==> config.mk <==
export PLATFORM = sky130hd
export DESIGN_NAME = mem_port_sched
export DESIGN_NICKNAME = d
export VERILOG_FILES = /design/src/rtl/mem_port_sched.sv
export SDC_FILE = /design/constraint.sdc
export NUM_CORES = 1
export LEC_CHECK = 0
export ABC_AREA = 1
export CAP_MARGIN = 30
export CELL_PAD_IN_SITES_DETAIL_PLACEMENT = 0
export CELL_PAD_IN_SITES_GLOBAL_PLACEMENT = 1
export CORE_UTILIZATION = 27
export CTS_CLUSTER_SIZE = 40
export DETAILED_ROUTE_END_ITERATION = 8
export PLACE_DENSITY_LB_ADDON = 0.1
export SLEW_MARGIN = 20
export SYNTH_ARGS = -nofsm -noshare
export SYNTH_HDL_FRONTEND = slang
export SYNTH_SLANG_ARGS = --single-unit
==> constraint.sdc <==
create_clock -name clk -period 1.4 [get_ports clk]
set_input_delay 0.14 -clock clk [delete_from_list [all_inputs] [get_ports clk]]
set_output_delay 0.14 -clock clk [all_outputs]
set_load 0.005 [all_outputs]
==> src/rtl/mem_port_sched.sv <==
// mem_port_sched: shares one memory port between IF and MEM, data access first, with a global pipeline stall.
module mem_port_sched #(
  parameter int ADDR_W = 32,
  parameter int CNT_W = 32
) (
  input  logic              clk,
  input  logic              reset,
  input  logic              if_req,
  input  logic [ADDR_W-1:0] if_addr,
  input  logic              MemRead,
  input  logic              MemWrite,
  input  logic [31:0]       ALUResult,
  input  logic [31:0]       storeVal,
  output logic              mem_req,
  output logic              mem_we,
  output logic [ADDR_W-1:0] mem_addr,
  output logic [31:0]       mem_wdata,
  input  logic [31:0]       mem_rdata,
  input  logic              mem_ack,
  output logic [31:0]       instr,
  output logic [31:0]       load_data,
  output logic              stall,
  output logic [CNT_W-1:0]  stall_cycles
);
  typedef enum logic [1:0] {IDLE, DATA, FETCH} state_t;
  state_t state;
  logic data_done, fetch_done, data_pend, fetch_pend, done;
  assign data_pend = (MemRead | MemWrite) & !data_done;
  assign fetch_pend = if_req & !fetch_done;
  assign stall = !reset & (data_pend | fetch_pend);
  assign done = mem_req & mem_ack;
  // done flags only survive while the pipeline is frozen on the same requests
  always_ff @(posedge clk)
    if (reset) begin
      state <= IDLE;
      data_done <= 1'b0;
      fetch_done <= 1'b0;
      mem_req <= 1'b0;
      mem_we <= 1'b0;
      mem_addr <= '0;
      mem_wdata <= '0;
      instr <= '0;
      load_data <= '0;
      stall_cycles <= '0;
    end else begin
      if (stall) stall_cycles <= stall_cycles + CNT_W'(1);
      data_done <= stall & (data_done | (done & state == DATA));
      fetch_done <= stall & (fetch_done | (done & state == FETCH));
      case (state)
        IDLE:
          if (data_pend) begin
            state <= DATA;
            mem_req <= 1'b1;
            mem_we <= MemWrite;
            mem_addr <= ALUResult[ADDR_W-1:0];
            mem_wdata <= storeVal;
          end else if (fetch_pend) begin
            state <= FETCH;
            mem_req <= 1'b1;
            mem_we <= 1'b0;
            mem_addr <= if_addr;
          end
        DATA:
          if (done) begin
            if (!mem_we) load_data <= mem_rdata;
            if (fetch_pend) begin
              state <= FETCH;
              mem_we <= 1'b0;
              mem_addr <= if_addr;
            end else begin
              state <= IDLE;
              mem_req <= 1'b0;
            end
          end
        FETCH:
          if (done) begin
            instr <= mem_rdata;
            state <= IDLE;
            mem_req <= 1'b0;
          end
        default: state <= IDLE;
      endcase
    end
endmodule

==> results of run 1 <==
[metal layers]
layer / up-vias / global-route usage / wire length [um]
li1: 3987 / - / -
met1: 3577 / 0.252 / 12200
met2: 218 / 0.326 / 12900
met3: 25 / 0.0608 / 2050
met4: 0 / 0.0538 / 394
met5: - / 0 / 0
[metrics by stage]
step	util	total power, mW	hold WS, ns	cell area (um^2)
floorplan	-	9.10	0.275	7220
global placement	0.433	12.6	0.445	11300
detailed placement	0.433	12.6	0.450	11300
CTS	0.492	19.2	0.274	12800
global route	0.533	20.8	0.290	13900
finish	0.533	19.7	0.310	13900
[area by class of cell]
cell class / count / area [um^2]
fillers: 2496 / 12200
inverters: 75 / 328
clock buffers: 18 / 439
repair buffers: 452 / 4770
flip-flops and latches: 166 / 3430
diodes: 1 / 2.50
well taps: 335 / 419
multi-input cells: 691 / 4330
clock inverters: 14 / 156
[cells in the mapped netlist, types with 2 or more instances]
master,n
nor2_1,312
nor3_1,19
o211ai_1,10
inv_2,4
nor2_4,5
nand2_2,11
o21ai_0,108
nor2_2,11
nand4_1,15
a21oi_1,21
nand2_1,112
o22ai_1,2
nand3_2,2
buf_2,10
nor3_2,11
o21ai_1,4
inv_1,70
buf_4,8
xnor2_1,2
buf_6,4
ha_1,4
buf_12,2
o21ai_2,4
clkbuf_1,21
dfxtp_1,166
nand2_4,5
nand3_1,20
o211ai_2,5
[final timing paths]
path	from	end
hold / removal	mem_rdata[3]	load_data[3]
hold reg to reg	mem_addr[25]	mem_addr[25]
setup / recovery	state[1]	mem_addr[3]
setup reg to reg	state[1]	mem_addr[3]
[state kept, by name, summed over array words and instances, names as in the netlist]
signal        flops
fetch_done        1
load_data        32
state             2
mem_wdata        32
instr            32
mem_req           1
data_done         1
mem_addr         32
stall_cycles     32
mem_we            1
[timing repair]
action,CTS,global route
setup buffers,32,7
setup endpoints to repair,318,218
pin swaps,38,101
gates resized for setup,311,312
gates cloned,9,6
[critical path, cell delays in order (launching register included)]
cell and delay (ns):
dfxtp_4 0.36, inv_6 0.07, ha_4 0.16, inv_6 0.05
nand2_4 0.06, nand3_4 0.15, nor2_8 0.24, clkbuf_16 0.19
nand2_2 0.04, o21ai_1 0.06, nor3_1 0.06
[power by group through the flow]
stage,clock network (mW),logic (mW),registers [mW]
4_1_cts,4.93,8.20,6.07
5_1_grt,5.15,9.48,6.23
3_5_place_dp,0,6.46,6.15
2_1_floorplan,0,2.88,6.22
3_3_place_gp,0,6.45,6.13
6_report,4.81,8.79,6.10
[cell families after synthesis]
logic type	share of synthesized area
DFF	0.464
xor gates and xnor gates	0.00367
AOI/OAI and AO/OA	0.121
and+or+nand+nor	0.324
adders and majority gates	0.00699
buffers and inverters	0.0807
[layout by cell type, fill, tap and decap left out, types with 5 or more instances in the layout]
master             n
o21ai_0           57
nand3_1           11
dlygate4sd2_1     99
dlymetal6s2s_1    63
o21ai_2           41
nand3_2            8
dfxtp_2           46
nand2_1           87
buf_12            22
clkbuf_16         24
nand4_1           15
o21ai_1           16
inv_2              8
clkdlybuf4s50_1  133
dfxtp_1          107
inv_1             57
inv_8              6
o211ai_2           5
dfxtp_4           13
buf_16             6
nor2_4            64
o211ai_1          10
nor2_1           220
nand2_4           10
nor2_2            44
nor3_1             5
buf_4             99
nor3_2            16
buf_6             19
inv_4              5
a21oi_1           17
nor3_4             9
nand2_2           29
==> flow_summary.yaml, run 1 <==
status:
  outcome: "finished, violations left"
  violations: "negative setup slack"
synthesis:
  synth_top_area_share: 0.464
  netlist_area_um2: 7160
  synth_flop_cell: "dfxtp_1"
  synth_cells: 979
  syn-num-nets: 1117
  synth-async-reset-ratio: 0
  synth_seq_area_share: 0.464
  synth_edf_count: 0
  ys_warn_count: 0
  synthTopCellsByArea: "dfxtp_1 46%, nor2_1 16%, o21ai_0 7.5%, nand2_1 5.9%, inv_1 3.7%"
  avgSynthCellArea_um2: 7.31
  ys_seq_elements: 166
  yosys.area.top_type: "dfxtp_1"
  synthDistinctLibCells: 39
detailed_routing:
  viasPerCell: 4.46
  drtIter0Drc: 364
  wl_per_cell_um: 15.7
  ant_nets: 0
  drc: 0
  vias: 7807
  routed_wl_mm: 27.5
  dr.pass1.iters: 4
floorplan:
  floorplan.core_area_um2: 26100
  fp.dieW_um: 165
  die_h_um: 165
  start_util: 0.275
  io_pins: 297
  die_area_um2: 27200
  rows: 59
clocking:
  cts_buffers: 17
  worstSkewPairLatency_ns: 0.44
  clockBufferDepth: 2
  cts-root-buf: "clkbuf_16"
  cts_tree: "yes"
  cts.sinks: 166
  cts_max_level: 4
  hold_buffers: 0
  path_clk_slew_ns: 0.08
place:
  place_inst: 1668
  dp_worst_setup_slack_ns: -0.329
  port_buffers: 296
  gp_congestion: 0.766
  hpwl_mm: 18.6
setup_path:
  critPathMaxFanout: 5
  start_kind: "flop"
  reg2reg_slack_ns: -0.16
  reg2reg_depth: 10
  worst_ep_arrival_time_ns: 1.87
  critPathKind: "reg2reg"
  required_ns: 1.71
  endpoint_kind: "flop"
pwr:
  switching_power_mw: 7.00
  pwr_density_cell_nw_per_um2: 1420
  internal_power_mw: 12.7
  clockPowerShare: 0.244
  swShare: 0.355
  seq_power_share: 0.310
  power_frac_comb: 0.446
  p_leak_nw: 6.93
  vdd_drop_max_mv: 1.00
sta:
  finClkSkew_ns: 0.0187
  setup_tns_ns: -9.34
  fmax_mhz: 641
  hold_viol: 0
  max_slew_margin: 0.813
  fin_ws_ns: -0.159
  period_share: 1.11
  setup_viol: 137
  rsz0062_at_grt: "yes"
  tightest_slew_ns: 0.280
  maxSlewViolCount: 0
  finalCriticalPeriod_ns: 1.56
layout:
  drive_above_1_share: 0.360
  stdcell_count: 1752
  syn2layout_area_growth_pct: 93.8
  final_net_count: 1541
global_route:
  antenna_found_initial: 1
  grt_pass1_vias: 7599
  grtUsageTotal: 0.199
  grt_max_degree: 42
  grt.overflow.total: 0
  grt_pass1_wl_mm: 41.7
worst_hold_path:
  hold_path.class: "in2reg"
  min_path_cells: 3
run:
  cap_violations: 0
No activity file was read; power rests on OpenSTA's default activity.
==> inputs of run 2 (changes only) <==
--- a/config.mk
+++ b/config.mk
@@ -5,13 +5,13 @@
 export SDC_FILE = /design/constraint.sdc
 export NUM_CORES = 1
 export LEC_CHECK = 0
-export ABC_AREA = 1
 export CAP_MARGIN = 30
 export CELL_PAD_IN_SITES_DETAIL_PLACEMENT = 0
 export CELL_PAD_IN_SITES_GLOBAL_PLACEMENT = 1
-export CORE_UTILIZATION = 27
+export CORE_UTILIZATION = 26
 export CTS_CLUSTER_SIZE = 40
 export DETAILED_ROUTE_END_ITERATION = 8
+export HOLD_SLACK_MARGIN = 0.06
 export PLACE_DENSITY_LB_ADDON = 0.1
 export SLEW_MARGIN = 20
 export SYNTH_ARGS = -nofsm -noshare
==> flow_summary.yaml, run 2 <==
global_route:
  grt_max_degree: 88
  grt.overflow.total: 0
  antenna_found_initial: 0
  grtUsageTotal: 0.198
  grt_pass1_vias: 7030
  grt_pass1_wl_mm: 39.9
detailed_routing:
  routed_wl_mm: 27.9
  dr.pass1.iters: 4
  viasPerCell: 4.67
  ant_nets: 0
  drc: 0
  wl_per_cell_um: 17.8
  drtIter0Drc: 333
  vias: 7328
clocking:
  hold_buffers: 0
  cts_max_level: 4
  worstSkewPairLatency_ns: 0.43
  cts-root-buf: "clkbuf_16"
  path_clk_slew_ns: 0.07
  cts_buffers: 17
  cts.sinks: 166
  clockBufferDepth: 2
  cts_tree: "yes"
setup_path:
  required_ns: 1.71
  timing.rr.end: "stall_cycles[31]"
  start_kind: "flop"
  r2r-start: "stall_cycles[10]"
  crit_chain: "and4_4 > nand4_1 > nor4_2 > mux2_2"
  reg2reg_depth: 4
  endpoint_kind: "flop"
  cpMaxStageDelayCell: "nor4_2"
  reg2reg_slack_ns: -0.26
  critPathKind: "reg2reg"
  worst_ep_arrival_time_ns: 1.97
  critPathMaxFanout: 3
  cp_slowest_stage_delay_ns: 0.37
  cp-startpoint: "stall_cycles[10]"
  endpoint: "stall_cycles[31]"
status:
  outcome: "finished, violations left"
  violations: "negative setup slack"
run:
  cap_violations: 0
sta:
  maxSlewViolCount: 0
  finClkSkew_ns: 0.0169
  fmax_mhz: 601
  max_slew_margin: 0.606
  setup_viol: 129
  tightest_slew_ns: 0.592
  fin_ws_ns: -0.264
  period_share: 1.19
  timing.hold.ws_ns: 0.141
  finalCriticalPeriod_ns: 1.66
  hold_viol: 0
  rsz0062_at_grt: "yes"
layout:
  syn2layout_area_growth_pct: 99.4
  stdcell_area_um2: 13200
  final_net_count: 1365
  layout_commonest_cell: "dlygate4sd2_1"
  final_cell_mix: "150 x dlygate4sd2_1, 132 x clkdlybuf4s50_1, 126 x nand2_1, 122 x dfxtp_1, 84 x buf_4"
  antenna_cells: 0
  drive_above_1_share: 0.370
synthesis:
  yosys.area.top_type: "dfxtp_1"
  netlist_area_um2: 6630
  syn-num-nets: 963
  synthDistinctLibCells: 48
  synth_cells: 825
  avgSynthCellArea_um2: 8.04
  synthTopCellsByArea: "dfxtp_1 50%, nand2_1 12%, a21oi_1 8.9%, a211oi_1 3.7%, o21ai_0 3.1%"
  synth_top_area_share: 0.501
  synth_edf_count: 0
  synth_flop_cell: "dfxtp_1"
  ys_warn_count: 0
  synth_most_common_cell: "nand2_1"
  netlist_top_cells_count: "208 x nand2_1, 166 x dfxtp_1, 118 x a21oi_1"
  ys_seq_elements: 166
  synth_seq_area_share: 0.501
  synth-async-reset-ratio: 0
pwr:
  finalPower_mw: 17.8
  pwr_density_cell_nw_per_um2: 1340
  internal_power_mw: 11.7
  swShare: 0.342
  power_frac_comb: 0.412
  seq_power_share: 0.329
  switching_power_mw: 6.08
  clockPowerShare: 0.259
  p_leak_nw: 5.91
  vdd_drop_max_mv: 0.749
floorplan:
  rows: 58
  die_area_um2: 26200
  fp.dieW_um: 162
  start_util: 0.264
  io_pins: 297
  floorplan.core_area_um2: 25100
  die_h_um: 162
place:
  dp_worst_setup_slack_ns: -0.481
  port_buffers: 296
  place_area_um2: 10800
  hpwl_mm: 16.6
  gp_congestion: 0.758
worst_hold_path:
  hold_path.class: "in2reg"
## run 2: changes by cell type after synthesis, sizes merged, moves of 11 or more
cell | before | now
nor3 | 30 | 1
nor2 | 329 | 46
o21ai | 116 | 41
clkbuf | 22 | 44
nand4 | 15 | 4
a211oi | 0 | 33
nand3 | 23 | 11
o211ai | 15 | 3
nand2 | 128 | 208
inv | 75 | 37
a21oi | 21 | 118
## run 2: how the worst min path moves through the flow
stage                       start                to  slack [ns]  cells after the start
floorplan            mem_rdata[0]          instr[0]        0.28                      2
global placement    mem_wdata[26]     mem_wdata[26]        0.44                      2
detailed placement   mem_addr[30]      mem_addr[30]        0.44                      2
CTS                         reset  stall_cycles[22]        0.14                      3
global route                reset  stall_cycles[20]        0.17                      3
finish                      reset  stall_cycles[20]        0.14                      3
## run 2: layer usage
layer	share of wire	routed length, um	vias up	GRT usage
met5	0	0	-	0
met4	0.016	453	0	0.0592
met3	0.037	1040	29	0.0286
met2	0.48	13400	183	0.335
met1	0.47	13000	3490	0.262
li1	-	-	3626	-
## run 2: timing repair
| item | 4_1_cts | 5_1_grt |
|---|---|---|
| setup endpoints to repair | 290 | 172 |
| buffers inserted | 20 | 22 |
| resized for setup | 280 | 286 |
| gates cloned | 13 | 11 |
| pin swaps | 41 | 140 |
## run 2: layout make-up
class / instances / area [um^2]
clock buffers: 19 / 443
clock inverters: 12 / 119
fillers: 2436 / 11900
inverters: 37 / 144
multi-input cells: 567 / 4260
flip-flops and latches: 166 / 3390
well taps: 330 / 413
repair buffers: 438 / 4460
## run 2: per-stage QoR
step / util / TNS [ns] / cells
3_5_place_dp: 0.428 / -47.07 / 1483
5_1_grt: 0.527 / -29.04 / 1569
4_1_cts: 0.478 / -22.77 / 1547
6_report: 0.527 / -20.08 / 1569
2_1_floorplan: - / -6.90 / 825
3_3_place_gp: 0.428 / -43.95 / 1483
## run 2: kinds of logic (layout without fill, tap and decap cells)
logic type | count (synthesis) | count (layout) | share of synthesized area
and+or+nand+nor | 318 | 321 | 0.207
muxes | 3 | 3 | 0.00509
xor gates and xnor gates | 8 | 8 | 0.0106
DFF | 166 | 166 | 0.501
adders and majority gates | 4 | 4 | 0.00755
buffers and inverters | 97 | 506 | 0.0615
AOI/OAI and AO/OA | 229 | 231 | 0.207
## run 2: power by group through the flow
stage | Combinational, mW | Clock (mW) | Sequential (mW)
after detailed placement | 5.06 | 0 | 5.89
final | 7.31 | 4.60 | 5.85
after global placement | 5.07 | 0 | 5.87
after global routing | 7.80 | 4.97 | 5.94
after CTS | 6.27 | 4.76 | 5.79
after floorplan | 2.23 | 0 | 5.94
## run 2: worst max-delay path: cells and delay by family (launching register included)
kind	cells	cell delay [ns]
flops	1	0.33
mux	1	0.37
simple gates	3	0.85
==> inputs of run 3 (changes only) <==
--- a/config.mk
+++ b/config.mk
@@ -9,7 +9,6 @@
 export CELL_PAD_IN_SITES_DETAIL_PLACEMENT = 0
 export CELL_PAD_IN_SITES_GLOBAL_PLACEMENT = 1
 export CORE_UTILIZATION = 26
-export CTS_CLUSTER_SIZE = 40
 export DETAILED_ROUTE_END_ITERATION = 8
 export HOLD_SLACK_MARGIN = 0.06
 export PLACE_DENSITY_LB_ADDON = 0.1
==> results of run 3 <==
The final DEF is identical to that of run 2; final timing and power are the same.
